==> src/rtl/fp_ci_sequencer.sv <==
// Custom-instruction sequencer for the shared FP sub/mult pipeline: runs one
// instruction at a time, gates the pipeline enable for its latency, captures results.
module fp_ci_sequencer #(
  parameter int SUB_LAT  = 7,
  parameter int MULT_LAT = 5
) (
  input  logic        clock,
  input  logic        aclr_n,
  input  logic        clk_en,
  input  logic        start,
  input  logic [7:0]  n,
  input  logic [31:0] dataa,
  input  logic [31:0] datab,
  output logic [31:0] result,
  output logic        done,
  output logic        busy,
  output logic        err,
  output logic        dp_aclr,
  output logic        dp_clk_en,
  output logic [7:0]  dp_n,
  output logic [31:0] dp_dataa,
  output logic [31:0] dp_datab,
  input  logic [31:0] dp_result
);

  localparam int MAX_LAT = (SUB_LAT > MULT_LAT) ? SUB_LAT : MULT_LAT;
  localparam int CW      = (MAX_LAT > 1) ? $clog2(MAX_LAT) : 1;
  localparam logic [CW-1:0] SUB_LAST  = CW'(SUB_LAT - 1);
  localparam logic [CW-1:0] MULT_LAST = CW'(MULT_LAT - 1);

  localparam logic [7:0] OP_SUB   = 8'd0;
  localparam logic [7:0] OP_MULT  = 8'd1;
  localparam logic [7:0] OP_MSUB  = 8'd2;
  localparam logic [7:0] OP_LOADC = 8'd3;

  typedef enum logic [2:0] {IDLE, RUN1, CAP1, RUN2, CAP2, DONE} state_t;

  state_t        state;
  logic [CW-1:0] cnt;
  logic [7:0]    op;
  logic [31:0]   c_reg;
  logic          run;
  logic [CW-1:0] last;

  assign dp_aclr   = ~aclr_n;
  // The pipeline only advances on enabled cycles of a RUN state.
  assign dp_clk_en = run & clk_en;
  // RUN2 always issues a subtract, so dp_n selects the latency for both passes.
  assign last      = (dp_n == OP_SUB) ? SUB_LAST : MULT_LAST;

  always_ff @(posedge clock or negedge aclr_n) begin
    if (!aclr_n) begin
      state    <= IDLE;
      cnt      <= '0;
      op       <= 8'd0;
      c_reg    <= 32'd0;
      run      <= 1'b0;
      result   <= 32'd0;
      done     <= 1'b0;
      busy     <= 1'b0;
      err      <= 1'b0;
      dp_n     <= 8'd0;
      dp_dataa <= 32'd0;
      dp_datab <= 32'd0;
    end else if (clk_en) begin
      case (state)
        IDLE: begin
          if (start) begin
            op   <= n;
            err  <= 1'b0;
            busy <= 1'b1;
            case (n)
              OP_SUB, OP_MULT, OP_MSUB: begin
                dp_n     <= (n == OP_SUB) ? 8'd0 : 8'd1;
                dp_dataa <= dataa;
                dp_datab <= datab;
                run      <= 1'b1;
                state    <= RUN1;
              end
              OP_LOADC: begin
                c_reg  <= dataa;
                result <= dataa;
                done   <= 1'b1;
                state  <= DONE;
              end
              default: begin
                result <= 32'd0;
                err    <= 1'b1;
                done   <= 1'b1;
                state  <= DONE;
              end
            endcase
          end
        end
        RUN1, RUN2: begin
          if (cnt == last) begin
            cnt   <= '0;
            run   <= 1'b0;
            state <= (state == RUN1) ? CAP1 : CAP2;
          end else begin
            cnt <= cnt + 1'b1;
          end
        end
        CAP1: begin
          if (op == OP_MSUB) begin
            // Product P goes straight back in as the minuend of the second pass.
            dp_n     <= 8'd0;
            dp_dataa <= dp_result;
            dp_datab <= c_reg;
            run      <= 1'b1;
            state    <= RUN2;
          end else begin
            result <= dp_result;
            done   <= 1'b1;
            state  <= DONE;
          end
        end
        CAP2: begin
          result <= dp_result;
          done   <= 1'b1;
          state  <= DONE;
        end
        DONE: begin
          done  <= 1'b0;
          busy  <= 1'b0;
          state <= IDLE;
        end
        default: state <= IDLE;
      endcase
    end
  end

endmodule

==> config.mk <==
export PLATFORM = sky130hd
export DESIGN_NAME = fp_ci_sequencer
export DESIGN_NICKNAME = d
export VERILOG_FILES = /design/src/rtl/fp_ci_sequencer.sv
export SDC_FILE = /design/constraint.sdc
export NUM_CORES = 1
export LEC_CHECK = 0
export BUFFER_PORTS_ARGS = -buffer_cell sky130_fd_sc_hd__buf_4
export CAP_MARGIN = 10
export CORE_MARGIN = 4
export CORE_UTILIZATION = 25
export CTS_CLUSTER_SIZE = 24
export DETAILED_ROUTE_END_ITERATION = 10
export PLACE_DENSITY = 0.48
export SLEW_MARGIN = 20
export SYNTH_ARGS = -nofsm -noshare
export SYNTH_HDL_FRONTEND = slang
export SYNTH_SLANG_ARGS = --single-unit
==> constraint.sdc <==
create_clock -name clock -period 2.5 [get_ports clock]
set_input_delay 0.75 -clock clock [delete_from_list [all_inputs] [get_ports clock]]
set_output_delay 0.75 -clock clock [all_outputs]
set_load 0.005 [all_outputs]
* Yosys cells after proc, flatten, opt, wreduce, memory -nomap -nowiden
Cells that the tools add are included.
W data, S select, Z words.
** Operators by class
- Multiplexer cells :: 37
- Bitwise gates (word level) :: 2
- Equality and inequality tests :: 16
- Add/subtract/negate cells :: 1
- Reduce and logical (&&, ||, !) cells :: 20
** Operators with widths (number)
- $mux W32 :: 8
- $pmux W32 S2 :: 3
- $pmux W32 S3 :: 1
- $eq A8 B2 Y1 const B :: 3
- $mux W8 :: 3
- $mux W3 :: 6
- $logic_not A8 Y1 :: 2
- $pmux W8 S2 :: 1
- $reduce_and A5 Y1 :: 3
- $pmux W3 S4 :: 1
- $mux W1 :: 10
- $ne A2 B2 Y1 const B :: 5
- $reduce_and A3 Y1 :: 3
- $eq A8 B1 Y1 const B :: 1
- $eq A3 B2 Y1 const B :: 2
- $eq A3 B3 Y1 const B :: 2
- $reduce_and A6 Y1 :: 1
- $reduce_bool A3 Y1 :: 2
- $pmux W1 S4 :: 1
- $reduce_and A4 Y1 :: 1
- $reduce_bool A2 Y1 :: 2
- $reduce_bool A4 Y1 :: 1
- $reduce_or A4 Y1 :: 1
- $add A3 B1 Y3 const B :: 1
- 12 further kinds :: 12
** Word-level totals
- Bits of input ports :: 108
- Flip-flop bits (word level) :: 154
- Logic and storage cells :: 88

* Longest topological paths before layout
Gate-level depths: netlist (run 1).
- Depth in word-level cells :: 5
- Mapped depth :: 7
- Gate-level depth less buffers :: 5

* Worst setup path after synthesis (run 1)
OpenSTA, ideal clock, no wires.
- Path kind :: input to register
- From :: input n[3]
- To :: register result[0]
- Path slack :: 129 ps
- Cell stages on the path :: 6
- Data required time :: 2373 ps
- Library setup time :: 127 ps
- Arrival :: 2244 ps
- Buffers on the path :: 1
- Cell sequence :: nor4_1 -> nand2_1 -> or4_1 -> nand4_2 -> buf_6 -> mux2_1
** On the way
- Longest elaborated chain between the ends :: 5
- Elaborated cells on any way between the ends :: 10
- Classes of those cells :: eq/ne (4); mux (3); reduce/logical (3)
** RTL lines
- from (decl) :: RTL line 11 : input logic [7:0] n,
- $eq A8 B1 Y1 (tied with other cells) :: RTL line 72 : case (n)
- $reduce_or A3 Y1 :: RTL line 72
- $pmux W32 S2 :: RTL line 72
- $mux W32 :: RTL line 68 : if (start) begin
- $pmux W32 S3 :: RTL line 66 : case (state)
- to (signal assigned) :: RTL line 82 : result <= dataa;
- to (signal assigned) :: RTL line 113 : result <= dp_result;
- to (signal assigned) :: RTL line 119 : result <= dp_result;
- to (decl) :: RTL line 14 : output logic [31:0] result,
Several ways; a longest one is shown, not always the timed one. The select of a mux whose other input is x is not followed.
A chain may end at the register's enable or synchronous reset.

* Final worst setup path (run 1)
- From :: register state[1]
- To :: register c_reg[3]
** On the way
- Longest elaborated chain between the ends :: 2
** RTL lines
- from (decl) :: RTL line 38 : state_t state;
- from (signal assigned) :: RTL line 99 : state <= (state == RUN1) ? CAP1 : CAP2;
- $logic_not A3 Y1 :: RTL line 66
- $reduce_and A4 Y1 (no line)
- to (signal assigned) :: RTL line 81 : c_reg <= dataa;
- to (decl) :: RTL line 41 : logic [31:0] c_reg;
No other way between the ends.

==> results of run 1 <==
==> power groups by stage <==
stage	sequential (mW)	combinational, mW	clock [mW]
final	3.50	2.94	2.73
after global routing	3.60	3.26	2.91
after CTS	3.51	3.01	2.82
after detailed placement	3.54	3.00	0
after global placement	3.55	2.98	0
after floorplan	3.49	1.43	0
==> metal layers <==
metal	wire, um	part of all wire [%]
met1	8597	44
met2	9261	48
met3	1361	7.0
met4	179	0.92
met5	0	0
==> final cells by class <==
type                       count  area (um2)
sequential                   147        3679
clock buffer                  22       474.2
timing repair buffer         234        1873
clock inverter                10       148.9
fill                        2656       16780
multi-input combinational    380        2814
tap                          335       419.2
inverter                       4       15.01
==> cell usage in the layout, fill, tap and decap left out, types with 2 or more instances in the layout <==
cell type / synthesis / routed
nor2b_1: 2 / 2
clkbuf_16: 0 / 17
mux2i_1: 65 / 65
a21oi_1: 70 / 70
dfrtp_1: 147 / 147
nand3_1: 2 / 2
clkbuf_8: 0 / 3
inv_1: 4 / 4
nor4_1: 2 / 2
nand2_1: 11 / 11
buf_4: 10 / 224
nand4_1: 2 / 2
bufinv_16: 0 / 3
a22o_1: 32 / 32
xnor2_1: 2 / 2
nor3_1: 4 / 3
conb_1: 1 / 7
nand2b_1: 3 / 3
clkbuf_1: 14 / 2
mux2_1: 31 / 31
nor2_1: 71 / 70
clkinvlp_4: 0 / 2
clkinv_4: 0 / 4
o21ai_0: 14 / 14
and2_1: 2 / 2
buf_12: 0 / 9
o21a_1: 2 / 2
mux2_2: 42 / 42
==> critical path, cell delays in order, from the launching register on <==
cell     delay (ns)
dfrtp_1        0.54
inv_1          0.21
nand4_1        0.28
nor3_4         0.36
buf_12         0.21
mux2_2         0.35
==> metrics by stage <==
stage | cells | setup TNS, ns | area (um2) | setup WS, ns
final | 1132 | 0 | 9423 | 0.4088
after global routing | 1132 | 0 | 9423 | 0.1890
after CTS | 1132 | 0 | 9423 | 0.4031
after detailed placement | 1100 | -0.6114 | 8800 | -0.04286
after global placement | 1100 | -1.561 | 8800 | -0.06538
after floorplan | 576 | 0 | 6726 | 0.1287
==> cell usage after synthesis (all sizes together) <==
cell       n
xnor2      2
mux2      73
a221oi     1
a2111o     1
o31ai      1
o21ai     14
nor2      71
mux2i     65
nor4b      1
nor3b      1
buf       31
ha         1
a31oi      1
a2bb2oi    1
and2       2
o22ai      1
nor4       2
nor3       5
nor2b      2
nand4      3
clkbuf    14
conb       1
o21a       2
inv        4
a21o       1
or3        1
nand2b     3
dfrtp    147
xor2       1
nand2     11
a21oi     70
nand3      2
or4        1
a22o      32
o21bai     1
==> final timing paths <==
path | startpoint | endpoint | cells after the start
max | state[1]$_DFFE_PN0P_ | c_reg[3]$_DFFE_PN0P_ | 5
max in group asynchronous | aclr_n | result[1]$_DFFE_PN0P_ | 3
max reg2reg | state[1]$_DFFE_PN0P_ | c_reg[3]$_DFFE_PN0P_ | 5
min in group clock | result[19]$_DFFE_PN0P_ | result[19]$_DFFE_PN0P_ | 1
min reg2reg | result[19]$_DFFE_PN0P_ | result[19]$_DFFE_PN0P_ | 1
min | aclr_n | dp_dataa[6]$_DFFE_PN0P_ | 2
==> kinds of logic (layout without fill, tap and decap cells) <==
group | count (synthesis) | after routing | share of synthesized area, %
buffers and inverters | 49 | 270 | 3.975
muxes | 138 | 138 | 21.97
and+or+nand+nor | 105 | 105 | 6.850
adders and majority gates | 1 | 1 | 0.1866
AOI/OAI and AO/OA | 126 | 126 | 11.70
other | 1 | 7 | 0.05594
DFF | 147 | 147 | 54.87
xor gates and xnor gates | 3 | 3 | 0.3920
==> results.sh, run 1 <==
export IMPL_final_max_slew_viol_count=0
export IMPL_netSwitchingFraction_pct=30.76
export IMPL_grt_max_degree=76
export IMPL_post_cts_buffers=0
export IMPL_path_class="flop to flop"
export IMPL_wl_per_cell_um=17.14
export IMPL_utilization_pct=35.96
export IMPL_die_h_um=171.8
export IMPL_p_int_mw=6.345
export IMPL_top_usage_layer="met2"
export IMPL_finalHoldViolations=0
export IMPL_yosysTopAreaCellShare_pct=54.87
export IMPL_synth_seq_cells=147
export IMPL_htreeDepth=4
export IMPL_synthTopCellsByArea="dfrtp_1 (55%), mux2i_1 (9.7%), mux2_2 (7.1%), a21oi_1 (5.2%), mux2_1 (5.2%)"
export IMPL_switching_power_mw=2.819
export IMPL_hold_ws_ns=0.3303
export IMPL_cts_resized=0
export IMPL_ff2ff_setup_slack_ns=0.41
export IMPL_core_um2=26210
export IMPL_setup_violations=0
export IMPL_p_clk_share_pct=29.8
export IMPL_critPathMaxFanout=17
export IMPL_tritoncts="built"
export IMPL_hp_class="primary input to asynchronous set/reset pin"
export IMPL_tightest_slew_ns=0.5098
export IMPL_syn_instance_count=570
export IMPL_slew_headroom_pct=66.02
export IMPL_seq_power_share_pct=38.2
export IMPL_outcome="finished, final reports clean"
export IMPL_finish_net_count=893
export IMPL_antenna_cells=0
export IMPL_grt_use_met3_pct=4.137
export IMPL_clkTransAtPathRegs_ns=0.06
export IMPL_startpoint_type="flop"
export IMPL_ys_seq_area_share_pct=54.87
export IMPL_core_rowCount=59
export IMPL_grt_ovfl_total=0
export IMPL_avgSynthCellArea_um2=11.76
export IMPL_synthToLayoutAreaGrowth_pct=40.56
export IMPL_fp_dieW_um=171.8
export IMPL_yosys_warnings=0
export IMPL_cap_violations=0
export IMPL_cts_hold_buf=0
export IMPL_p_per_area_nw_per_um2=972.5
export IMPL_drc=0
export IMPL_antenna_found_initial=0
export IMPL_rsz0062_at_grt="false"
export IMPL_firstDrtPassIters=6
export IMPL_hpwlAfterDp_um=13820
export IMPL_initial_core_util_pct=25.58
export IMPL_total_power_mw=9.164
export IMPL_synth_top_cell_by_area="dfrtp_1"
export IMPL_root_buffer="clkbuf_16"
export IMPL_leakagePower_nw=4.586
export IMPL_grt_use_met2_pct=21.27
export IMPL_clk_latency_ns=0.42
export IMPL_drtIter0Drc=221
export IMPL_drive_above_1_share_pct=39.15
export IMPL_cts_buffer_depth=2
export IMPL_grt_total_usage_pct=13.05
export IMPL_netlist_area_um2=6704
export IMPL_skew_ns=0.008903
export IMPL_cts_made_buffers=17
export IMPL_critPathRequiredTime_ns=2.79
export IMPL_worstPathArrival_ns=2.39
export IMPL_met1_usage_pct=16.86
export IMPL_clock_sink_count=147
export IMPL_period_share_pct=83.65
export IMPL_ant_nets=0
export IMPL_ioPinCount=217
export IMPL_globalplace_congestion=0.7510
export IMPL_p_comb_share_pct=32.0
export IMPL_cp_end_kind="flop"
export IMPL_synth_distinct_cells=40
export IMPL_drt_wl_total_um=19400
export IMPL_vias_per_cell=4.569
export IMPL_portBuffers=209
export IMPL_num_vias=5172
export IMPL_max_freq_mhz=478.2
export IMPL_irDropWorstVdd_uv=335.1
export IMPL_period_needed_ns=2.091
export IMPL_grt_pass1_wl_um=30250
export IMPL_grt_pass1_vias=5327
export IMPL_die_area_um2=29500
Power figures use the tool's default switching activity.
==> inputs of run 2 (changes only) <==
==> constraint.sdc (replaced) <==
create_clock -name clock -period 2.05 [get_ports clock]
set_input_delay 0.615 -clock clock [delete_from_list [all_inputs] [get_ports clock]]
set_output_delay 0.615 -clock clock [all_outputs]
set_load 0.005 [all_outputs]
==> results.sh, run 2 (synthesized netlist as in run 1, its figures left out) <==
export IMPL_outcome="finished, final reports clean"
export IMPL_finalSetupTns_ns=0
export IMPL_irDropWorstVdd_uv=476.3
export IMPL_critPathRequiredTime_ns=2.34
export IMPL_drt_wl_total_um=19950
export IMPL_setup_violations=0
export IMPL_grt_pass1_wl_um=30950
export IMPL_tritoncts="built"
export IMPL_die_h_um=171.8
export IMPL_clk_latency_ns=0.41
export IMPL_ff2ff_setup_slack_ns=0.12
export IMPL_final_max_slew_viol_count=0
export IMPL_startpoint_type="flop"
export IMPL_period_needed_ns=1.929
export IMPL_multi_input_area_um2=2850
export IMPL_total_power_mw=11.34
export IMPL_r2r_end="c_reg[15]$_DFFE_PN0P_"
export IMPL_die_area_um2=29500
export IMPL_crit_reg2reg_launch="state[1]$_DFFE_PN0P_"
export IMPL_leakagePower_nw=4.692
export IMPL_ant_nets=0
export IMPL_placed_area_um2=8982
export IMPL_globalplace_congestion=0.7325
export IMPL_path_class="flop to flop"
export IMPL_drc=0
export IMPL_drtIter0Drc=190
export IMPL_cts_made_buffers=17
export IMPL_finalHoldViolations=0
export IMPL_portBuffers=209
export IMPL_design_area_um2=9609
export IMPL_p_int_mw=7.878
export IMPL_grt_pass1_vias=5263
export IMPL_seq_power_share_pct=37.5
export IMPL_hp_class="primary input to asynchronous set/reset pin"
export IMPL_initial_core_util_pct=25.58
export IMPL_slew_headroom_pct=50.01
export IMPL_switching_power_mw=3.461
export IMPL_clkTransAtPathRegs_ns=0.06
export IMPL_antenna_cells=0
export IMPL_hold_ws_ns=0.2849
export IMPL_critPathMaxFanout=14
export IMPL_layout_setup_ws_ns=0.1206
export IMPL_p_per_area_nw_per_um2=1180
export IMPL_dp_slack_ns=-0.2917
export IMPL_vias_per_cell=4.473
export IMPL_p_comb_share_pct=33.5
export IMPL_num_vias=5139
export IMPL_final_common_cell="buf_4"
export IMPL_netSwitchingFraction_pct=30.52
export IMPL_period_share_pct=94.12
export IMPL_rsz0062_at_grt="true"
export IMPL_cp_end_kind="flop"
export IMPL_finish_net_count=910
export IMPL_cts_hold_buf=0
export IMPL_ioPinCount=217
export IMPL_grt_max_degree=116
export IMPL_clock_sink_count=147
export IMPL_drive_above_1_share_pct=41.03
export IMPL_ff2ff_path_depth=6
export IMPL_antenna_found_initial=0
export IMPL_max_freq_mhz=518.3
export IMPL_skew_ns=0.006871
export IMPL_grt_ovfl_total=0
export IMPL_cts_buffer_depth=2
export IMPL_synthToLayoutAreaGrowth_pct=43.34
export IMPL_core_rowCount=59
export IMPL_layout_common_cells="buf_4 (239), dfrtp_1 (147), nor2_1 (70), a21oi_1 (70), mux2i_1 (65)"
export IMPL_ff_latch_area_um2=3679
export IMPL_grt_total_usage_pct=13.46
export IMPL_root_buffer="clkbuf_16"
export IMPL_hpwlAfterDp_um=14990
export IMPL_fp_dieW_um=171.8
export IMPL_nFillCells=2613
export IMPL_core_um2=26210
export IMPL_p_clk_share_pct=29.0
export IMPL_worstPathArrival_ns=2.22
export IMPL_cap_violations=0
export IMPL_wl_per_cell_um=17.37
export IMPL_htreeDepth=4
export IMPL_tightest_slew_ns=0.7498
export IMPL_firstDrtPassIters=4
-- run 2: routing by layer --
layer / track usage, % / routed length (um)
met1: 18.24 / 9218
met3: 3.861 / 1118
met5: 0 / 0
met2: 21.48 / 9370
met4: 3.110 / 246
-- run 2: area by class of cell --
type / instances / area share (%)
Multi-Input combinational cell: 380 / 29.66
Timing Repair Buffer: 251 / 21.08
Inverter: 4 / 0.1562
Clock inverter: 11 / 1.562
Clock buffer: 21 / 4.896
Tap cell: 335 / 4.362
Sequential cell: 147 / 38.28
-- run 2: stage by stage --
step	std cells	utilization [%]
6_report	1149	36.67
5_1_grt	1149	36.67
4_1_cts	1149	36.64
3_5_place_dp	1117	34.28
3_3_place_gp	1117	34.28
2_1_floorplan	576	-
-- run 2: how the worst max path moves through the flow --
stage	depth (start not counted)	start	to	slack, ns
floorplan	6	n[3]	result[0]$_DFFE_PN0P_	-0.10
global placement	7	n[3]	result[8]$_DFFE_PN0P_	-0.27
detailed placement	7	n[3]	result[11]$_DFFE_PN0P_	-0.29
CTS	6	state[1]$_DFFE_PN0P_	c_reg[15]$_DFFE_PN0P_	0.1
global route	6	state[1]$_DFFE_PN0P_	c_reg[15]$_DFFE_PN0P_	-0.03
finish	6	state[1]$_DFFE_PN0P_	c_reg[15]$_DFFE_PN0P_	0.12
-- run 2: power by group through the flow --
stage / Clock, mW / Combinational (mW) / Sequential [mW]
floorplan: 0 / 1.75 / 4.26
finish: 3.29 / 3.80 / 4.25
detailed placement: 0 / 3.89 / 4.30
global route: 3.56 / 4.19 / 4.37
CTS: 3.42 / 3.90 / 4.25
global placement: 0 / 3.88 / 4.29
-- run 2: worst max-delay path: stages, from the launching register on --
cell and delay [ns]:
dfrtp_1 0.47, inv_1 0.18, nand4_1 0.11, buf_4 0.19
nor3_4 0.21, buf_4 0.28, mux2_2 0.36
-- run 2: repair_timing --
action,4_1_cts,5_1_grt
setup endpoints to repair,0,23
setup buffers,0,0
resized for setup,0,1
